===== config.mk =====
export PLATFORM = sky130hd
export DESIGN_NAME = axis_register_st
export DESIGN_NICKNAME = d
export VERILOG_FILES = /design/src/rtl/axis_pkg.sv /design/src/rtl/axis_register_st.sv
export SDC_FILE = /design/constraint.sdc
export NUM_CORES = 1
export LEC_CHECK = 0
export CELL_PAD_IN_SITES_DETAIL_PLACEMENT = 1
export CELL_PAD_IN_SITES_GLOBAL_PLACEMENT = 1
export CORE_ASPECT_RATIO = 0.75
export CORE_MARGIN = 2
export CORE_UTILIZATION = 30
export DETAILED_ROUTE_END_ITERATION = 8
export PLACE_DENSITY_LB_ADDON = 0.1
export SLEW_MARGIN = 20
export SYNTH_ARGS = -nofsm -noshare
export SYNTH_HDL_FRONTEND = slang
export SYNTH_SLANG_ARGS = --single-unit

===== constraint.sdc =====
create_clock -name clk -period 2.2 [get_ports clk]
set_input_delay 0.33 -clock clk [delete_from_list [all_inputs] [get_ports clk]]
set_output_delay 0.33 -clock clk [all_outputs]
set_load 0.1 [all_outputs]

===== src/rtl/axis_pkg.sv =====
// Shared AXI4-Stream definitions: default payload width, beat record and
// the occupancy states of the register slice.
package axis_pkg;

  localparam int AXIS_DATA_WIDTH = 32;

  typedef struct packed {
    logic [AXIS_DATA_WIDTH-1:0] data;
    logic                       last;
  } beat_t;

  typedef enum logic [1:0] {
    EMPTY = 2'd0,
    ONE   = 2'd1,
    FULL  = 2'd2
  } slice_state_t;

endpackage


===== src/rtl/axis_register_st.sv =====
// Single-stage AXI4-Stream skid buffer: every output (tdata, tlast, tvalid and
// the upstream tready) comes straight from a flop.
module axis_register_st
  import axis_pkg::*;
#(
  parameter int DATA_WIDTH = AXIS_DATA_WIDTH
) (
  input  logic                  clk,
  input  logic                  reset,
  input  logic [DATA_WIDTH-1:0] s_axis_tdata,
  input  logic                  s_axis_tvalid,
  output logic                  s_axis_tready,
  input  logic                  s_axis_tlast,
  output logic [DATA_WIDTH-1:0] m_axis_tdata,
  output logic                  m_axis_tvalid,
  input  logic                  m_axis_tready,
  output logic                  m_axis_tlast
);

  typedef struct packed {
    logic [DATA_WIDTH-1:0] data;
    logic                  last;
  } slot_t;

  slice_state_t state;
  slot_t        main_q;
  slot_t        skid_q;
  slot_t        in_beat;
  logic         in_acc;
  logic         out_acc;

  assign in_beat      = '{data: s_axis_tdata, last: s_axis_tlast};
  assign in_acc       = s_axis_tvalid & s_axis_tready;
  assign out_acc      = m_axis_tvalid & m_axis_tready;
  assign m_axis_tdata = main_q.data;
  assign m_axis_tlast = main_q.last;

  // NOTE: non-blocking assignments keep every flop sampling pre-edge values,
  // so the order of the statements below cannot change the hardware.
  // The payload registers are cleared on reset too, because the downstream
  // side must see tdata=0 and tlast=0 while the slice is held in reset.
  always_ff @(posedge clk or negedge reset) begin
    if (!reset) begin
      state         <= EMPTY;
      main_q        <= '0;
      skid_q        <= '0;
      m_axis_tvalid <= 1'b0;
      s_axis_tready <= 1'b0;
    end else begin
      case (state)
        EMPTY: begin
          // tready is held low through reset and opens on the first edge after it
          s_axis_tready <= 1'b1;
          if (in_acc) begin
            main_q        <= in_beat;
            m_axis_tvalid <= 1'b1;
            state         <= ONE;
          end
        end
        ONE: begin
          if (in_acc && out_acc) begin
            main_q <= in_beat;
          end else if (in_acc) begin
            skid_q        <= in_beat;
            s_axis_tready <= 1'b0;
            state         <= FULL;
          end else if (out_acc) begin
            m_axis_tvalid <= 1'b0;
            state         <= EMPTY;
          end
        end
        FULL: begin
          if (out_acc) begin
            main_q        <= skid_q;
            s_axis_tready <= 1'b1;
            state         <= ONE;
          end
        end
        default: begin
          state         <= EMPTY;
          m_axis_tvalid <= 1'b0;
          s_axis_tready <= 1'b1;
        end
      endcase
    end
  end

endmodule


* Yosys cells after proc, flatten, opt, wreduce, memory -nomap -nowiden
Index checks and enable logic that the tools add are counted.
** Operators by class
- Equal/unequal tests :: 10
- Reduce and logical (&&, ||, !) cells :: 8
- Bitwise operators :: 4
- Multiplexer cells :: 19
** Operators by type and width (number)
- 33-bit 2-to-1 mux :: 3
- 33-bit one-hot mux with 3 select lines :: 1
- 2-bit != test, second input constant :: 7
- 2-bit 2-to-1 mux :: 5
- 4-bit AND reduction :: 2
- 1-bit 2-to-1 mux :: 7
- 2-bit one-hot mux with 3 select lines :: 1
- 3-bit AND reduction :: 2
- 5-bit AND reduction :: 1
- 3-bit != test, second input constant :: 1
- 1-bit one-hot mux with 3 select lines :: 1
- 3-bit nonzero test :: 1
- 1-bit bitwise AND :: 2
- 2-bit by 1-bit equality test with 1-bit output, second input constant :: 1
- 2-bit equality test, second input constant :: 1
- 2-bit zero test :: 1
- 1-bit NOT :: 2
- 1-bit one-hot mux with 2 select lines :: 1
- 1-bit logical AND :: 1
** Word-level totals
- Output and inout port bits :: 35
- Flip-flop bits (word level) :: 70
- Logic and storage cells :: 48

* Depth between registers and ports, before layout
Gate-level depths: netlist of run 1.
- Word-level depth :: 5
- Mapped depth :: 6

* Worst setup path before layout of run 1
OpenSTA, ideal clock, no wires.
- Path kind :: reg2reg
- Start :: register s_axis_tready
- End :: register main_q (netlist bit m_axis_tdata[12])
- Path slack :: -75 ps
- Setup time :: 128 ps
- Arrival time :: 2147 ps
- Path buffers :: 1
- Required time :: 2072 ps
- Stages on the path, launching flop included :: 5
- Path through :: dfrtp_1 nand2_1 o32ai_4 buf_6 mux2_1
** On the way
- Longest elaborated chain between the ends :: 4
** RTL lines
- start, declared :: RTL line axis_register_st.sv:12 : output logic s_axis_tready,
- start signal, assigned :: RTL line axis_register_st.sv:48 : s_axis_tready <= 1'b0;
- start signal, assigned :: RTL line axis_register_st.sv:53 : s_axis_tready <= 1'b1;
- start signal, assigned :: RTL line axis_register_st.sv:65 : s_axis_tready <= 1'b0;
- 1-bit bitwise AND * :: RTL line axis_register_st.sv:33 : assign in_acc = s_axis_tvalid & s_axis_tready;
- 1-bit logical AND :: RTL line axis_register_st.sv:61 : if (in_acc && out_acc) begin
- 2-bit != test (no source line)
- 4-bit AND reduction (no source line) *
- end signal, assigned :: RTL line axis_register_st.sv:55 : main_q <= in_beat;
- end signal, assigned :: RTL line axis_register_st.sv:62 : main_q <= in_beat;
- end signal, assigned :: RTL line axis_register_st.sv:74 : main_q <= skid_q;
- end, declared :: RTL line axis_register_st.sv:26 : slot_t main_q;
Every way passes the cells marked *; elsewhere a longest branch is shown, timed or not.
A chain may end at the register's enable or synchronous reset.

* Worst setup path in the final report of run 1
- Start :: register state[1]
- End :: register main_q (netlist bit m_axis_tdata[6])
** On the way
- Longest elaborated chain between the ends :: 3
** RTL lines
- start, declared :: RTL line axis_register_st.sv:25 : slice_state_t state;
- start signal, assigned :: RTL line axis_register_st.sv:44 : state <= EMPTY;
- start signal, assigned :: RTL line axis_register_st.sv:57 : state <= ONE;
- start signal, assigned :: RTL line axis_register_st.sv:66 : state <= FULL;
- 2-bit by 1-bit equality test with 1-bit output (tied with other cells) :: RTL line axis_register_st.sv:50 : case (state)
- 2-bit != test (no source line) or 3-bit nonzero test (tied branches)
- 4-bit AND reduction (no source line)
Several ways; a longest one is shown, not always the timed one.

==> results.txt, run 1 <==
grt ovf -> 0
fin crit period -> 1.75 ns
Final Non-Filler Cells -> 418
DR DRC count -> 0
Clock Skew -> 0.00430 ns
largest net degree at the start of global routing -> 71
P&R area growth vs syn -> 33.6%
HPWL after DPL -> 4.32 mm
initial core utilization -> 31.2%
first-pass GRT wire length -> 10.9 mm
Hold Vio Cnt, Final -> 0
Max Root-Sink Buffers -> 2
setup TNS -> 0 ns
FF-to-FF setup slack -> 0.45 ns
# hold bufs at CTS -> 0
initial antenna violation count -> 0
Worst EP required -> 2.40 ns
DRT iter0 DRCs -> 62
crit-path max FO -> 16
clock sink count -> 70
Synth cell types -> 22
Avg Cell Area, Syn -> 16.1 um^2
Max Freq -> 0.571 GHz
CP Capture Type -> flop
dpl ws -> 0.159 ns
Slew HR -> 74.7%
Post-layout nets -> 316
later-pin clock latency in the skew report -> 0.32 ns
post-CTS sizing -> 0
routed vias -> 1,872
antenna cells -> 0
# port buffers -> 71
CTS tree -> yes
Worst Path Arrival -> 1.96 ns
placed instance count -> 404
post-synth top area share -> 54.2%
Hold WS -> 0.0287 ns
routed wire length -> 6.58 mm
root buffer cell -> clkbuf_16
Final ANT Viol Nets -> 0
die area -> 0.0116 mm^2
share of layout cells above drive strength 1 -> 56.0%
Ys Warns -> 0
status -> finished, final reports clean
vias per cell -> 4.48
max_cap viols -> 0
Post-CTS Repair Setup Buffers -> 0
final worst slack -> 0.448 ns
Setup crit start kind -> flop
vias in the first global route -> 2,047
Filler cells -> 1,040
H-tree levels -> 3
RSZ-0062 raised after global routing -> false
sequential area share after synthesis -> 54.2%
top post-synthesis cells by count -> dfrtp_1, mux2_2, mux2_4, buf_6, nand2_1
max-slew violations -> 0
DRT Pass-1 Iters -> 3
clock slew at reported path FFs -> 0.05 ns
Net Count, Synth -> 238
Post-synth EDFFs -> 0
core box area -> 0.0104 mm^2
post-synth top area cell -> dfrtp_1
final worst-path cycle share -> 79.6%
Std-Cell Rows -> 32
synthesis-stage register bit count -> 70
Avg WL per Cell -> 15.7 um
CTS buffer count -> 9
measured slew at the worst slew-check pin -> 0.379 ns
most frequent cell after synthesis -> dfrtp_1
Placer Congestion -> 0.675
ranking of synthesized cells by area -> dfrtp_1, mux2_2, mux2_4, buf_6, o32ai_4
Post-Synthesis Cells -> 201
Top FF cell, synth -> dfrtp_1
die extent in y -> 93.9 um
Total GRT Usage -> 12.6%
final setup fails -> 0
Die W -> 124 um
critical path type -> flop to flop
Min-Delay Path Class -> primary input to async pin
worst reg2reg path depth -> 4
Async SR Flop Fraction -> 100%
Top Ports -> 72
synthesized cell area -> 0.00323 mm^2
registers in the layout (all words and copies together), names as in the netlist:
| name | count |
|---|---|
| m_axis_tvalid | 1 |
| m_axis_tlast | 1 |
| state | 2 |
| skid_q | 33 |
| m_axis_tdata | 32 |
| s_axis_tready | 1 |
path summary, 6_finish.rpt:
check / end / start
setup / recovery: m_axis_tdata[6] / state[1]
hold / removal: m_axis_tdata[20] / reset
setup reg to reg: m_axis_tdata[6] / state[1]
hold reg to reg: m_axis_tdata[12] / m_axis_tdata[12]
max in group asynchronous: m_axis_tvalid / reset
min in group clk: m_axis_tdata[12] / m_axis_tdata[12]
worst max-delay path, cell delays in order, from the launching register on:
cell and delay (ns):
dfrtp_1 0.52, nor2b_4 0.21, buf_4 0.27, mux2_2 0.37, mux2_4 0.25
per-layer routing:
layer	vias up	share of wire (%)	global-route usage, %
li1	877	-	-
met1	951	50	17.5
met2	38	44	18.3
met3	6	4.5	4.13
met4	0	1.2	4.26
met5	-	0	0
through the flow:
step / utilization, % / area, um^2
floorplan: - / 3230
global placement: 38.8 / 4030
detailed placement: 38.8 / 4030
CTS: 41.6 / 4320
global route: 41.6 / 4320
finish: 41.6 / 4320
logic make-up after synthesis:
kind of cell / after synthesis / share of synthesized area [%]
mux: 100 / 38.2
buf+inv: 13 / 3.48
compound gates: 8 / 2.52
simple gates: 10 / 1.63
flops: 70 / 54.2
cells in the final DEF (no fill, tap or decap), types with 2 or more instances in the layout:
| cell | count |
|---|---|
| dfrtp_2 | 2 |
| inv_1 | 2 |
| buf_12 | 4 |
| mux2_1 | 2 |
| nand2_1 | 5 |
| clkdlybuf4s50_1 | 35 |
| clkbuf_1 | 2 |
| clkbuf_8 | 2 |
| buf_4 | 38 |
| dfrtp_1 | 68 |
| clkbuf_16 | 9 |
| mux2_2 | 68 |
| mux2_4 | 29 |
area by class of cell:
class	instances	area (um^2)	area share [%]
clock buffers	13	260	6.03
clock inverters	1	30.0	0.695
inverters	2	7.51	0.174
multi-input cells	118	1380	31.8
flip-flops and latches	70	1750	40.6
well taps	136	170	3.94
repair buffers	78	721	16.7
Power of run 1 is left out: the tool's default activity adds up to more than one toggle a clock period on the data nets, which glitch-free logic cannot reach.
==> inputs of run 2 (changes only) <==
==> constraint.sdc (replaced) <==
create_clock -name clk -period 1.8 [get_ports clk]
set_input_delay 0.27 -clock clk [delete_from_list [all_inputs] [get_ports clk]]
set_output_delay 0.27 -clock clk [all_outputs]
set_load 0.1 [all_outputs]
==> results.txt, run 2 (synthesis gave the netlist of run 1 again) <==
largest reg by FF count -> skid_q
Avg WL per Cell -> 15.9 um
Crit-path slowest cell -> dfrtp_1
Top Ports -> 72
initial core utilization -> 31.2%
Placer Congestion -> 0.709
Worst Path Arrival -> 1.87 ns
core box area -> 0.0104 mm^2
Max Freq -> 0.601 GHz
Post-layout nets -> 323
FF-to-FF setup slack -> 0.14 ns
dpl ws -> -0.188 ns
post-CTS sizing -> 0
# port buffers -> 71
max_cap viols -> 0
DR DRC count -> 0
initial antenna violation count -> 0
later-pin clock latency in the skew report -> 0.33 ns
antenna cells -> 0
critical path type -> flop to flop
CP Capture Type -> flop
clock sink count -> 70
worst reg2reg path depth -> 4
Total GRT Usage -> 13.0%
Clock Skew -> 0.00591 ns
max reg flops -> 33
status -> finished, final reports clean
grt ovf -> 0
H-tree levels -> 3
R2R Path End -> m_axis_tdata[13]
worst path cell trace -> a21boi_4 -> o32ai_4 -> buf_12 -> mux2_4
commonest non-fill, non-tap cells in the layout -> mux2_2, dfrtp_1, buf_4, clkdlybuf4s50_1, mux2_4
Min-Delay Path Class -> primary input to async pin
routed vias -> 1,930
max incr delay on CP -> 0.44 ns
final worst slack -> 0.137 ns
reg-to-reg critical path startpoint -> state[0]
die extent in y -> 93.9 um
fin crit period -> 1.66 ns
Max Root-Sink Buffers -> 2
Hold Vio Cnt, Final -> 0
# hold bufs at CTS -> 1
crit-path max FO -> 20
first-pass GRT wire length -> 11.1 mm
Die W -> 124 um
Setup crit start kind -> flop
DRT iter0 DRCs -> 44
P&R area growth vs syn -> 36.4%
root buffer cell -> clkbuf_16
vias per cell -> 4.52
Post-CTS Repair Setup Buffers -> 0
CTS tree -> yes
vias in the first global route -> 2,075
max-slew violations -> 0
final worst-path cycle share -> 92.4%
Worst EP required -> 2.01 ns
CTS buffer count -> 9
final setup fails -> 0
largest net degree at the start of global routing -> 33
clock slew at reported path FFs -> 0.06 ns
RSZ-0062 raised after global routing -> false
Hold WS -> 0.409 ns
routed wire length -> 6.80 mm
die area -> 0.0116 mm^2
measured slew at the worst slew-check pin -> 0.396 ns
HPWL after DPL -> 4.67 mm
DRT Pass-1 Iters -> 4
share of layout cells above drive strength 1 -> 57.7%
Std-Cell Rows -> 32
Final ANT Viol Nets -> 0
Slew HR -> 73.6%
[run 2: cell count changes in the layout (fill, tap and decap cells not counted), moves of 2 or more]
cell      previous run  this run
buf_12               4         7
buf_4               38        41
clkinv_2             0         5
dfrtp_2              2         0
dfrtp_4              0         2
[run 2: metrics by stage]
stage,area (um^2),cells,util [%],TNS [ns]
after global routing,4410,427,42.5,0
after global placement,4130,410,39.8,-5.68
final,4410,427,42.5,0
after floorplan,3250,201,-,0
after CTS,4410,427,42.5,0
after detailed placement,4130,410,39.8,-6.49
[run 2: how the worst max path moves through the flow]
stage / from / cells past startpoint / slack (ns) / to
6_report: state[0] / 4 / 0.14 / m_axis_tdata[13]
5_1_grt: state[0] / 4 / 0.07 / m_axis_tdata[13]
4_1_cts: state[0] / 4 / 0.12 / m_axis_tdata[7]
3_5_place_dp: m_axis_tready / 5 / -0.19 / m_axis_tdata[13]
3_3_place_gp: s_axis_tvalid / 5 / -0.17 / m_axis_tdata[15]
2_1_floorplan: m_axis_tvalid / 4 / 0.01 / m_axis_tdata[12]
[run 2: critical path: cells and delay by family, from the launching register on]
kind                   cells  cell delay [ns]
AOI/OAI and AO/OA          2             0.53
muxes                      1             0.31
DFF                        1             0.44
buffers and inverters      1             0.25
[run 2: routing by layer]
metal / track usage [%] / wire [um] / vias to the layer above
met2: 18.8 / 3120 / 42
met4: 5.11 / 112 / 0
li1: - / - / 896
met1: 17.6 / 3230 / 983
met3: 4.43 / 343 / 9
met5: 0 / 0 / -
[run 2: layout make-up]
type                            count  area (um^2)
Clock inverter                      5         25.0
Inverter                            2         7.51
Fill cell                        1046         5960
Multi-Input combinational cell    118         1390
Clock buffer                       11          243
Sequential cell                    70         1760
Timing Repair Buffer               85          813
Tap cell                          136          170
Power of run 2 is left out for the same reason.
==> inputs of run 3 (changes only) <==
--- a/config.mk
+++ b/config.mk
@@ -12,7 +12,8 @@
 export CORE_UTILIZATION = 30
 export DETAILED_ROUTE_END_ITERATION = 8
 export PLACE_DENSITY_LB_ADDON = 0.1
-export SLEW_MARGIN = 20
+export SLEW_MARGIN = 5
 export SYNTH_ARGS = -nofsm -noshare
 export SYNTH_HDL_FRONTEND = slang
 export SYNTH_SLANG_ARGS = --single-unit
+export TNS_END_PERCENT = 100
==> results of run 3 <==
Same layout as run 2: the final DEF is identical, and so are final timing and power.
Power of run 3 is left out for the same reason.
